===== config.mk =====
export PLATFORM = sky130hd
export DESIGN_NAME = uart_tx_framed_flat
export DESIGN_NICKNAME = d
export VERILOG_FILES = /design/src/rtl/uart_pkg.sv /design/src/rtl/uart_tx_framed_if.sv /design/src/rtl/uart_baud_gen.sv /design/src/rtl/uart_tx_framed.sv /design/src/flat_wrapper.sv
export SDC_FILE = /design/constraint.sdc
export NUM_CORES = 1
export LEC_CHECK = 0
export CORE_MARGIN = 8
export CORE_UTILIZATION = 55
export CTS_CLUSTER_DIAMETER = 100
export DETAILED_ROUTE_END_ITERATION = 6
export GPL_TIMING_DRIVEN = 0
export PLACE_DENSITY = 0.79
export SLEW_MARGIN = 20
export SYNTH_ARGS = -nofsm -noshare
export SYNTH_HDL_FRONTEND = slang
export SYNTH_HIERARCHICAL = 1
export SYNTH_SLANG_ARGS = --single-unit
export TNS_END_PERCENT = 50

===== constraint.sdc =====
create_clock -name i_clk -period 4.1 [get_ports i_clk]
set_input_delay 0.41 -clock i_clk [delete_from_list [all_inputs] [get_ports i_clk]]
set_output_delay 0.41 -clock i_clk [all_outputs]
set_load 0.05 [all_outputs]

===== src/rtl/uart_pkg.sv =====
// Shared types and legal parameter ranges for the framed UART transmitter.
package uart_pkg;

    typedef enum logic [2:0] {
        IDLE   = 3'd0,
        START  = 3'd1,
        DATA   = 3'd2,
        PARITY = 3'd3,
        STOP   = 3'd4
    } uart_tx_state_t;

    localparam int DATA_BITS_MIN = 5;
    localparam int DATA_BITS_MAX = 9;
    localparam int STOP_BITS_MIN = 1;
    localparam int STOP_BITS_MAX = 2;
    localparam int CLKS_PER_BAUD_MIN = 2;

endpackage


===== src/rtl/uart_tx_framed_if.sv =====
// Word handshake between a byte source (master) and the UART transmitter (slave).
interface uart_tx_framed_if #(
    parameter int DATA_BITS = 8
) ();
    logic                 i_valid;
    logic [DATA_BITS-1:0] i_data;
    logic                 o_ready;

    modport master (output i_valid, output i_data, input  o_ready);
    modport slave  (input  i_valid, input  i_data, output o_ready);
endinterface


===== src/rtl/uart_baud_gen.sv =====
// Baud tick generator: counts 0..CLKS_PER_BAUD-1 and flags the last count; i_clear realigns the phase.
module uart_baud_gen #(
    parameter int CLKS_PER_BAUD = 868
) (
    input  logic i_clk,
    input  logic i_rst,
    input  logic i_clear,
    output logic o_tick
);
    localparam int CW = (CLKS_PER_BAUD > 1) ? $clog2(CLKS_PER_BAUD) : 1;
    localparam logic [CW-1:0] LAST_COUNT = CW'(CLKS_PER_BAUD - 1);

    logic [CW-1:0] count_q;
    logic [CW-1:0] count_d;

    assign o_tick = (count_q == LAST_COUNT);

    always_comb begin
        count_d = count_q + 1'b1;
        if (i_clear || o_tick) begin
            count_d = '0;
        end
    end

    always_ff @(posedge i_clk) begin
        if (i_rst) begin
            count_q <= '0;
        end else begin
            count_q <= count_d;
        end
    end
endmodule


===== src/rtl/uart_tx_framed.sv =====
// Framed UART transmitter: start, DATA_BITS data (LSB first), optional parity, STOP_BITS stop bits.
// Parity bit is present only when the macro UART_TX_PARITY_EN is defined.
module uart_tx_framed
    import uart_pkg::*;
#(
    parameter int CLKS_PER_BAUD = 868,
    parameter int DATA_BITS     = 8,
    parameter int STOP_BITS     = 1,
    parameter int PARITY_ODD    = 0
) (
    input  logic             i_clk,
    input  logic             i_rst,
    uart_tx_framed_if.slave  s_if,
    output logic             o_busy,
    output logic             o_uart_tx
);
    if (CLKS_PER_BAUD < CLKS_PER_BAUD_MIN) begin : g_bad_cpb
        $error("uart_tx_framed: CLKS_PER_BAUD must be >= 2");
    end
    if (DATA_BITS < DATA_BITS_MIN || DATA_BITS > DATA_BITS_MAX) begin : g_bad_db
        $error("uart_tx_framed: DATA_BITS must be 5..9");
    end
    if (STOP_BITS < STOP_BITS_MIN || STOP_BITS > STOP_BITS_MAX) begin : g_bad_sb
        $error("uart_tx_framed: STOP_BITS must be 1 or 2");
    end
    if (PARITY_ODD != 0 && PARITY_ODD != 1) begin : g_bad_po
        $error("uart_tx_framed: PARITY_ODD must be 0 or 1");
    end

    localparam int IW = $clog2(DATA_BITS);
    localparam logic [IW-1:0] LAST_BIT = IW'(DATA_BITS - 1);
    localparam logic LAST_STOP = (STOP_BITS == 2);

    uart_tx_state_t       state_q, state_d;
    logic [IW-1:0]        bit_idx_q, bit_idx_d;
    logic                 stop_cnt_q, stop_cnt_d;
    logic                 tx_q, tx_d;
    logic                 busy_q, busy_d;
    logic [DATA_BITS-1:0] shift_q, shift_d;
`ifdef UART_TX_PARITY_EN
    logic                 parity_q, parity_d;
`endif

    logic baud_tick;
    logic accept;
    logic frame_end;

    uart_baud_gen #(.CLKS_PER_BAUD(CLKS_PER_BAUD)) u_baud (
        .i_clk   (i_clk),
        .i_rst   (i_rst),
        .i_clear (accept),
        .o_tick  (baud_tick)
    );

    // Ready also in the last cycle of the final stop bit so frames can run back-to-back.
    assign frame_end   = (state_q == STOP) && baud_tick && (stop_cnt_q == LAST_STOP);
    assign s_if.o_ready = (state_q == IDLE) || frame_end;
    assign accept      = s_if.i_valid && s_if.o_ready;
    assign o_busy      = busy_q;
    assign o_uart_tx   = tx_q;

    always_comb begin
        state_d    = state_q;
        bit_idx_d  = bit_idx_q;
        stop_cnt_d = stop_cnt_q;
        tx_d       = tx_q;
        shift_d    = shift_q;
`ifdef UART_TX_PARITY_EN
        parity_d   = parity_q;
`endif
        if (accept) begin
            state_d    = START;
            shift_d    = s_if.i_data;
            tx_d       = 1'b0;
            bit_idx_d  = '0;
            stop_cnt_d = 1'b0;
`ifdef UART_TX_PARITY_EN
            parity_d   = (^s_if.i_data) ^ (PARITY_ODD != 0);
`endif
        end else if (baud_tick) begin
            case (state_q)
                IDLE: ;
                START: begin
                    state_d = DATA;
                    tx_d    = shift_q[0];
                end
                DATA: begin
                    if (bit_idx_q == LAST_BIT) begin
`ifdef UART_TX_PARITY_EN
                        state_d = PARITY;
                        tx_d    = parity_q;
`else
                        state_d = STOP;
                        tx_d    = 1'b1;
`endif
                    end else begin
                        bit_idx_d = bit_idx_q + 1'b1;
                        shift_d   = shift_q >> 1;
                        tx_d      = shift_q[1];
                    end
                end
                PARITY: begin
                    state_d = STOP;
                    tx_d    = 1'b1;
                end
                STOP: begin
                    if (stop_cnt_q == LAST_STOP) begin
                        state_d = IDLE;
                    end else begin
                        stop_cnt_d = 1'b1;
                    end
                    tx_d = 1'b1;
                end
                default: begin
                    state_d = IDLE;
                    tx_d    = 1'b1;
                end
            endcase
        end
        busy_d = (state_d != IDLE);
    end

    always_ff @(posedge i_clk) begin
        if (i_rst) begin
            state_q    <= IDLE;
            bit_idx_q  <= '0;
            stop_cnt_q <= 1'b0;
            tx_q       <= 1'b1;
            busy_q     <= 1'b0;
        end else begin
            state_q    <= state_d;
            bit_idx_q  <= bit_idx_d;
            stop_cnt_q <= stop_cnt_d;
            tx_q       <= tx_d;
            busy_q     <= busy_d;
        end
    end

    // Datapath flops carry no reset; they are always loaded on acceptance before use.
    always_ff @(posedge i_clk) begin
        shift_q <= shift_d;
`ifdef UART_TX_PARITY_EN
        parity_q <= parity_d;
`endif
    end
endmodule


===== src/flat_wrapper.sv =====
// flat-port wrapper written by rule: the top's interface ports become plain ports
module uart_tx_framed_flat import uart_pkg::*;
#(
    parameter int CLKS_PER_BAUD = 868,
    parameter int DATA_BITS     = 8,
    parameter int STOP_BITS     = 1,
    parameter int PARITY_ODD    = 0
)
  (i_clk, i_rst, o_busy, o_uart_tx, s_if_i_valid, s_if_i_data, s_if_o_ready);
  uart_tx_framed_if #(.DATA_BITS(DATA_BITS)) s_if_i ();
  input  logic i_clk;
  input  logic i_rst;
  output logic o_busy;
  output logic o_uart_tx;
  input wire logic [$bits(s_if_i.i_valid)-1:0] s_if_i_valid;
  input wire logic [$bits(s_if_i.i_data)-1:0] s_if_i_data;
  output wire logic [$bits(s_if_i.o_ready)-1:0] s_if_o_ready;
  assign s_if_i.i_valid = s_if_i_valid;
  assign s_if_i.i_data = s_if_i_data;
  assign s_if_o_ready = s_if_i.o_ready;
  uart_tx_framed #(.CLKS_PER_BAUD(CLKS_PER_BAUD), .DATA_BITS(DATA_BITS), .STOP_BITS(STOP_BITS), .PARITY_ODD(PARITY_ODD)) u_core (.i_clk(i_clk), .i_rst(i_rst), .s_if(s_if_i), .o_busy(o_busy), .o_uart_tx(o_uart_tx));
endmodule

==> results of run 1 <==
-- metal layers --
metal	vias up	global-route usage, %	routed length, microns
li1	477	-	-
met2	16	18.4	951
met4	0	4.27	23
met5	-	0	0
met1	391	14.4	989
met3	4	3.41	101
-- layout by cell type, fill, tap and decap left out --
cell              n
mux2i_1           3
xor2_1            4
nand4_1           1
inv_6             1
a31oi_1           3
nand2b_1          2
o21ai_0           5
buf_8             1
and2_1            1
o21bai_2          1
or4b_1            1
nor4b_1           1
clkbuf_1          1
a21oi_2           1
nor3_1            5
nand3_1           6
nor2_1           10
xnor2_1           2
ha_1              3
nor2b_1           4
and4_1            1
or2_2             2
nor3b_2           1
nand2_1          25
a211oi_1          1
buf_6             1
dfxtp_1          18
clkdlybuf4s50_1  13
edfxtp_1          8
a22oi_1           2
inv_1             4
a21oi_1           4
or3_1             2
and4_2            1
clkbuf_4          3
nand3b_1          1
o21bai_1          1
-- final cells by class --
class | instances | area, sq um
Multi-Input combinational cell | 94 | 553
Timing Repair Buffer | 13 | 130
Buffer | 2 | 26.3
Clock buffer | 4 | 26.3
Sequential cell | 26 | 601
Fill cell | 181 | 753
Inverter | 5 | 23.8
Tap cell | 28 | 35.0
-- worst min-delay path by stage --
stage                             start  slack, ns  depth (start not counted)                  endpoint
2_1_floorplan  u_core/u_baud/count_q[0]       0.43                          1  u_core/u_baud/count_q[0]
3_3_place_gp   u_core/u_baud/count_q[0]       0.44                          1  u_core/u_baud/count_q[0]
3_5_place_dp   u_core/u_baud/count_q[0]       0.46                          1  u_core/u_baud/count_q[0]
4_1_cts        u_core/u_baud/count_q[0]       0.49                          1  u_core/u_baud/count_q[0]
5_1_grt        u_core/u_baud/count_q[0]       0.52                          1  u_core/u_baud/count_q[0]
6_report               u_core/o_uart_tx       0.48                          2          u_core/o_uart_tx
-- flip-flops by register name, indices dropped and copies added (netlist names) --
| signal | cells |
|---|---|
| u_core/u_baud/count_q | 10 |
| u_core/shift_q | 8 |
| u_core/o_uart_tx | 1 |
| u_core/state_q | 3 |
| u_core/bit_idx_q | 3 |
| u_core/o_busy | 1 |
-- worst reg2reg max path, cell delays in order (launching register included) --
cell,delay [ns]
dfxtp_1,0.38
nor4b_1,0.50
nand2_1,0.18
nor2_1,0.30
nor2b_1,0.12
or4b_1,0.50
buf_6,0.17
inv_6,0.07
buf_8,0.12
or2_2,0.16
o21bai_2,0.19
nor2_1,0.09
-- power groups by stage --
stage / clock [mW] / combinational [mW] / sequential [mW]
6_report: 0.110 / 0.0630 / 0.284
5_1_grt: 0.120 / 0.0707 / 0.286
4_1_cts: 0.115 / 0.0638 / 0.284
3_5_place_dp: 0 / 0.0636 / 0.290
2_1_floorplan: 0 / 0.0347 / 0.295
3_3_place_gp: 0 / 0.0619 / 0.290
-- logic make-up (layout without fill, tap and decap cells) --
logic type,after synthesis,in the layout
adders and majority gates,3,3
and+or+nand+nor,64,64
AOI/OAI and AO/OA,18,18
buffers and inverters,7,24
DFF,26,26
xor gates and xnor gates,6,6
muxes,3,3
-- per-stage QoR --
stage	utilization [%]	setup slack, ns	cells
floorplan	-	1.40	127
global placement	63.7	1.26	168
detailed placement	63.7	1.25	168
CTS	64.9	0.926	172
global route	64.9	0.659	172
finish	64.9	0.926	172
==> results.cfg, run 1 <==
[status]
status = finished clean

[yosys]
synth_async_sr_flop_share_pct = 0
synth_simple_gate_area_share_pct = 26.5
synth.distinct_cells = 34
synth_fa_ha_area_share_pct = 3.12
synth_mux_area_share_pct = 2.49
syn_area_sq_um = 1200
synth_top_area_share_pct = 29.9
synthesis.nets = 141
synth_compound_area_share_pct = 9.46
yosys.area.top_type = dfxtp_1
ys_warn_count = 6
synth_xor_area_share_pct = 4.37
synth-main-ff-cell = dfxtp_1
synth_cells = 127
ys_seq_elements = 26
avgSynthCellArea_sq_um = 9.48
synth-edff-count = 8
yosysSeqAreaShare_pct = 49.9
ys_top_cells_by_count = 25 x nand2_1, 18 x dfxtp_1, 10 x nor2_1
yosysMostFrequentCell = nand2_1
synth_top_family_by_area = simple AND/OR/NAND/NOR gates
yosys-top-cells-area = dfxtp_1 30%, edfxtp_1 20%, nand2_1 7.8%

[clock_tree]
cts_buffer_depth = 2
cts_made_buffers = 3
cts_tree = done
htreeDepth = 1
cts_resized = 0
cts_setup_buffers = 0
root_buffer = clkbuf_4
cts_hold_buf = 0
clock_sinks = 26
clkLatencyLatePin_ns = 0.31
cts.clk_slew.worst_paths_ns = 0.14

[worst_setup_path]
required_ns = 3.69
path_buf_inv = 1
slowest_stage = clkdlybuf4s50_1
crit_fanout = 6
cp-start-kind = flop
critPathMaxStageDelay_ns = 0.82
worstSetupStartpoint = u_core/u_baud/count_q[3]
cp-end-kind = primary output
worstReg2RegEnd = u_core/u_baud/count_q[5]
cp.depth = 6
crit_end = s_if_o_ready
r2r_cells = 11
critical_path_class = reg -> out
crit_arrival_ns = 2.76
crit_family = simple AND/OR/NAND/NOR gates
cp_cell_sequence = nor4b_1, nand2_1, nor2_1, nor2b_1, nor3_1, clkdlybuf4s50_1
ff2ff_setup_slack_ns = 1.22
timing.rr.start = u_core/u_baud/count_q[3]

[power_and_ir_drop]
clkPwrFrac_pct = 24.0
seq_power_share_pct = 62.2
switching_share_pct = 24.4
power_mw = 0.457
switching_power_mw = 0.112
pwr_density_cell_nw_per_um2 = 328
internal-power_mw = 0.346
pwr-share-comb_pct = 13.8
total_leakage_power_nw = 0.557
peakVddDrop_v = 0.000220

[global_route]
gr-total-overflow = 0
grt_pass1_wl_mm = 3.81
grt_antenna_before_repair = 0
groute.usage.overall_pct = 11.6
first_global_vias = 858
grt_start_max_net_pins = 15

[timing]
min_period_ns = 3.17
setup_tns_ns = 0
finalCritPeriodShare_pct = 77.4
finalHoldViolations = 0
finalSetupViolCount = 0
slew_viol_final = 0
max_freq_mhz = 315
holdWs_ns = 0.484
rsz0062_at_grt = no
slew_headroom_pct = 66.9
finClkSkew_ns = 0.00875
tightest_slew_ns = 0.490

[placement]
dpl-instance-area_sq_um = 1370
hpwl_mm = 1.52
io_buffers = 13
place_congestion = 0.817

[die]
initial_core_util_pct = 56.0
die_x_microns = 62.8
rows = 17
io-pin-count = 14
dieArea_sq_um = 3940
coreArea_sq_um = 2150
die_height_microns = 62.8

[cells_and_area]
nNetsFinal = 159
n_antenna_cell = 0
syn2layout_area_growth_pct = 15.9
fin_area_sq_um = 1400
drive_gt1_share_pct = 8.33

[min_path]
hold_class = reg -> reg

[routing]
num_vias = 888
drtIter0Drc = 28
final_antenna_net_count = 0
wl_per_cell_microns = 12.0
drt-pass1-iter-count = 4
via_per_inst = 5.16
routed_wl_mm = 2.06
drcViolationCount = 0

[run]
cap_violations = 0
No activity file was read; power rests on OpenSTA's default activity.
==> run 2, diff against run 1 <==
--- a/config.mk
+++ b/config.mk
@@ -6,11 +6,11 @@
 export NUM_CORES = 1
 export LEC_CHECK = 0
 export CORE_MARGIN = 8
-export CORE_UTILIZATION = 55
+export CORE_UTILIZATION = 54
 export CTS_CLUSTER_DIAMETER = 100
 export DETAILED_ROUTE_END_ITERATION = 6
 export GPL_TIMING_DRIVEN = 0
-export PLACE_DENSITY = 0.79
+export PLACE_DENSITY = 0.77
 export SLEW_MARGIN = 20
 export SYNTH_ARGS = -nofsm -noshare
 export SYNTH_HDL_FRONTEND = slang
==> constraint.sdc (replaced) <==
create_clock -name i_clk -period 3.2 [get_ports i_clk]
set_input_delay 0.32 -clock i_clk [delete_from_list [all_inputs] [get_ports i_clk]]
set_output_delay 0.32 -clock i_clk [all_outputs]
set_load 0.05 [all_outputs]
==> results.cfg, run 2 (synthesized netlist as in run 1, its figures left out) <==
[placement]
place_inst = 168
hpwl_mm = 1.55
pre_cts_ws_ns = 0.341
place_congestion = 0.807
io_buffers = 13

[routing]
wl_per_cell_microns = 12.1
drcViolationCount = 0
routed_wl_mm = 2.08
final_antenna_net_count = 0
via_per_inst = 5.25
num_vias = 903
drtIter0Drc = 34
drt-pass1-iter-count = 4

[cells_and_area]
drive_gt1_share_pct = 9.03
largest_reg_flops = 10
largestRegisters = u_core/u_baud/count_q: 10 flops, u_core/shift_q: 8 flops
regMostFlops = u_core/u_baud/count_q
fin_cells = 172
syn2layout_area_growth_pct = 16.9
nNetsFinal = 159
final_common_cell = nand2_1
layout.cells.most_common_list = 25 x nand2_1, 18 x dfxtp_1, 12 x clkdlybuf4s50_1
n_antenna_cell = 0

[die]
die_height_microns = 63.2
initial_core_util_pct = 55.5
rows = 17
io-pin-count = 14
die_x_microns = 63.2
dieArea_sq_um = 4000
coreArea_sq_um = 2170

[timing]
max_freq_mhz = 348
min_period_ns = 2.87
slew_headroom_pct = 65.8
rsz0062_at_grt = no
slew_viol_final = 0
setup_tns_ns = 0
setup_ws_ns = 0.330
tightest_slew_ns = 0.505
holdWs_ns = 0.479
finClkSkew_ns = 0.0125
finalCritPeriodShare_pct = 89.7
finalHoldViolations = 0
finalSetupViolCount = 0

[global_route]
grt_pass1_wl_mm = 3.60
grt_start_max_net_pins = 15
first_global_vias = 869
grt_antenna_before_repair = 0
gr-total-overflow = 0
groute.usage.overall_pct = 10.7

[clock_tree]
cts_hold_buf = 0
root_buffer = clkbuf_4
cts.clk_slew.worst_paths_ns = 0.13
cts_tree = done
clkLatencyLatePin_ns = 0.32
cts_made_buffers = 3
cts_buffer_depth = 2
htreeDepth = 1
clock_sinks = 26

[min_path]
hp-start = u_core/u_baud/count_q[0]
hold_class = reg -> reg
whs_endpoint = u_core/u_baud/count_q[0]
holdPathStages = 1

[status]
status = finished clean

[worst_setup_path]
cp-start-kind = flop
crit_arrival_ns = 3.08
worstReg2RegEnd = u_core/u_baud/count_q[5]
r2r_cells = 11
crit_fanout = 10
required_ns = 3.41
ff2ff_setup_slack_ns = 0.33
timing.rr.start = u_core/u_baud/count_q[3]
cp-end-kind = flop
critical_path_class = reg -> reg

[run]
cap_violations = 0

[power_and_ir_drop]
total_leakage_power_nw = 0.567
power_mw = 0.608
pwr_density_cell_nw_per_um2 = 432
peakVddDrop_v = 0.000360
[run 2: cell count changes in the layout (fill, tap and decap cells not counted), sizes merged]
| cell | delta |
|---|---|
| clkdlybuf4s50 | -1 |
| dlymetal6s2s | +1 |
[run 2: timing repair]
action / 4_1_cts / 5_1_grt
setup endpoints to repair: 0 / 1
resized for setup: 0 / 1
buffers inserted: 0 / 0
[run 2: worst max path at each step]
stage                     depth (start not counted)                  endpoint                     start
after floorplan                                   5              s_if_o_ready  u_core/u_baud/count_q[4]
after global placement                           11  u_core/u_baud/count_q[2]  u_core/u_baud/count_q[4]
after detailed placement                         11  u_core/u_baud/count_q[5]  u_core/u_baud/count_q[3]
after CTS                                         6              s_if_o_ready  u_core/u_baud/count_q[3]
after global routing                             11  u_core/u_baud/count_q[2]  u_core/u_baud/count_q[3]
final                                            11  u_core/u_baud/count_q[5]  u_core/u_baud/count_q[3]
[run 2: metal layers]
metal	up-vias	track usage (%)	share of wire (%)
met5	-	0	0
met1	411	13.0	50
met3	2	3.53	3.9
met4	0	4.74	1.1
li1	480	-	-
met2	10	16.9	45
[run 2: layout make-up]
type	instances	area (sq um)
fillers	205	762
multi-input cells	94	553
flip-flops and latches	26	601
well taps	28	35.0
inverters	5	23.8
repair buffers	13	133
clock buffers	4	36.3
plain buffers	2	26.3
[run 2: through the flow]
step           instance area, sq um  utilization (%)
5_1_grt                        1410             64.9
4_1_cts                        1410             64.8
3_3_place_gp                   1370             63.1
6_report                       1410             64.9
2_1_floorplan                  1200                -
3_5_place_dp                   1370             63.1
[run 2: power breakdown]
group	switching [mW]	internal, mW	leakage (nW)
Combinational	0.0438	0.0364	0.322
Sequential	0.00677	0.357	0.224
Clock	0.0945	0.0694	0.0210
Total	0.145	0.463	0.567
[run 2: critical path, stage by stage (launching register included)]
cell and delay, ns:
dfxtp_1 0.38, nor4b_1 0.51, nand2_1 0.18, nor2_1 0.31, nor2b_1 0.12, or4b_1 0.49
buf_6 0.17, inv_6 0.07, buf_8 0.12, or2_2 0.16, o21bai_2 0.19, nor2_1 0.08
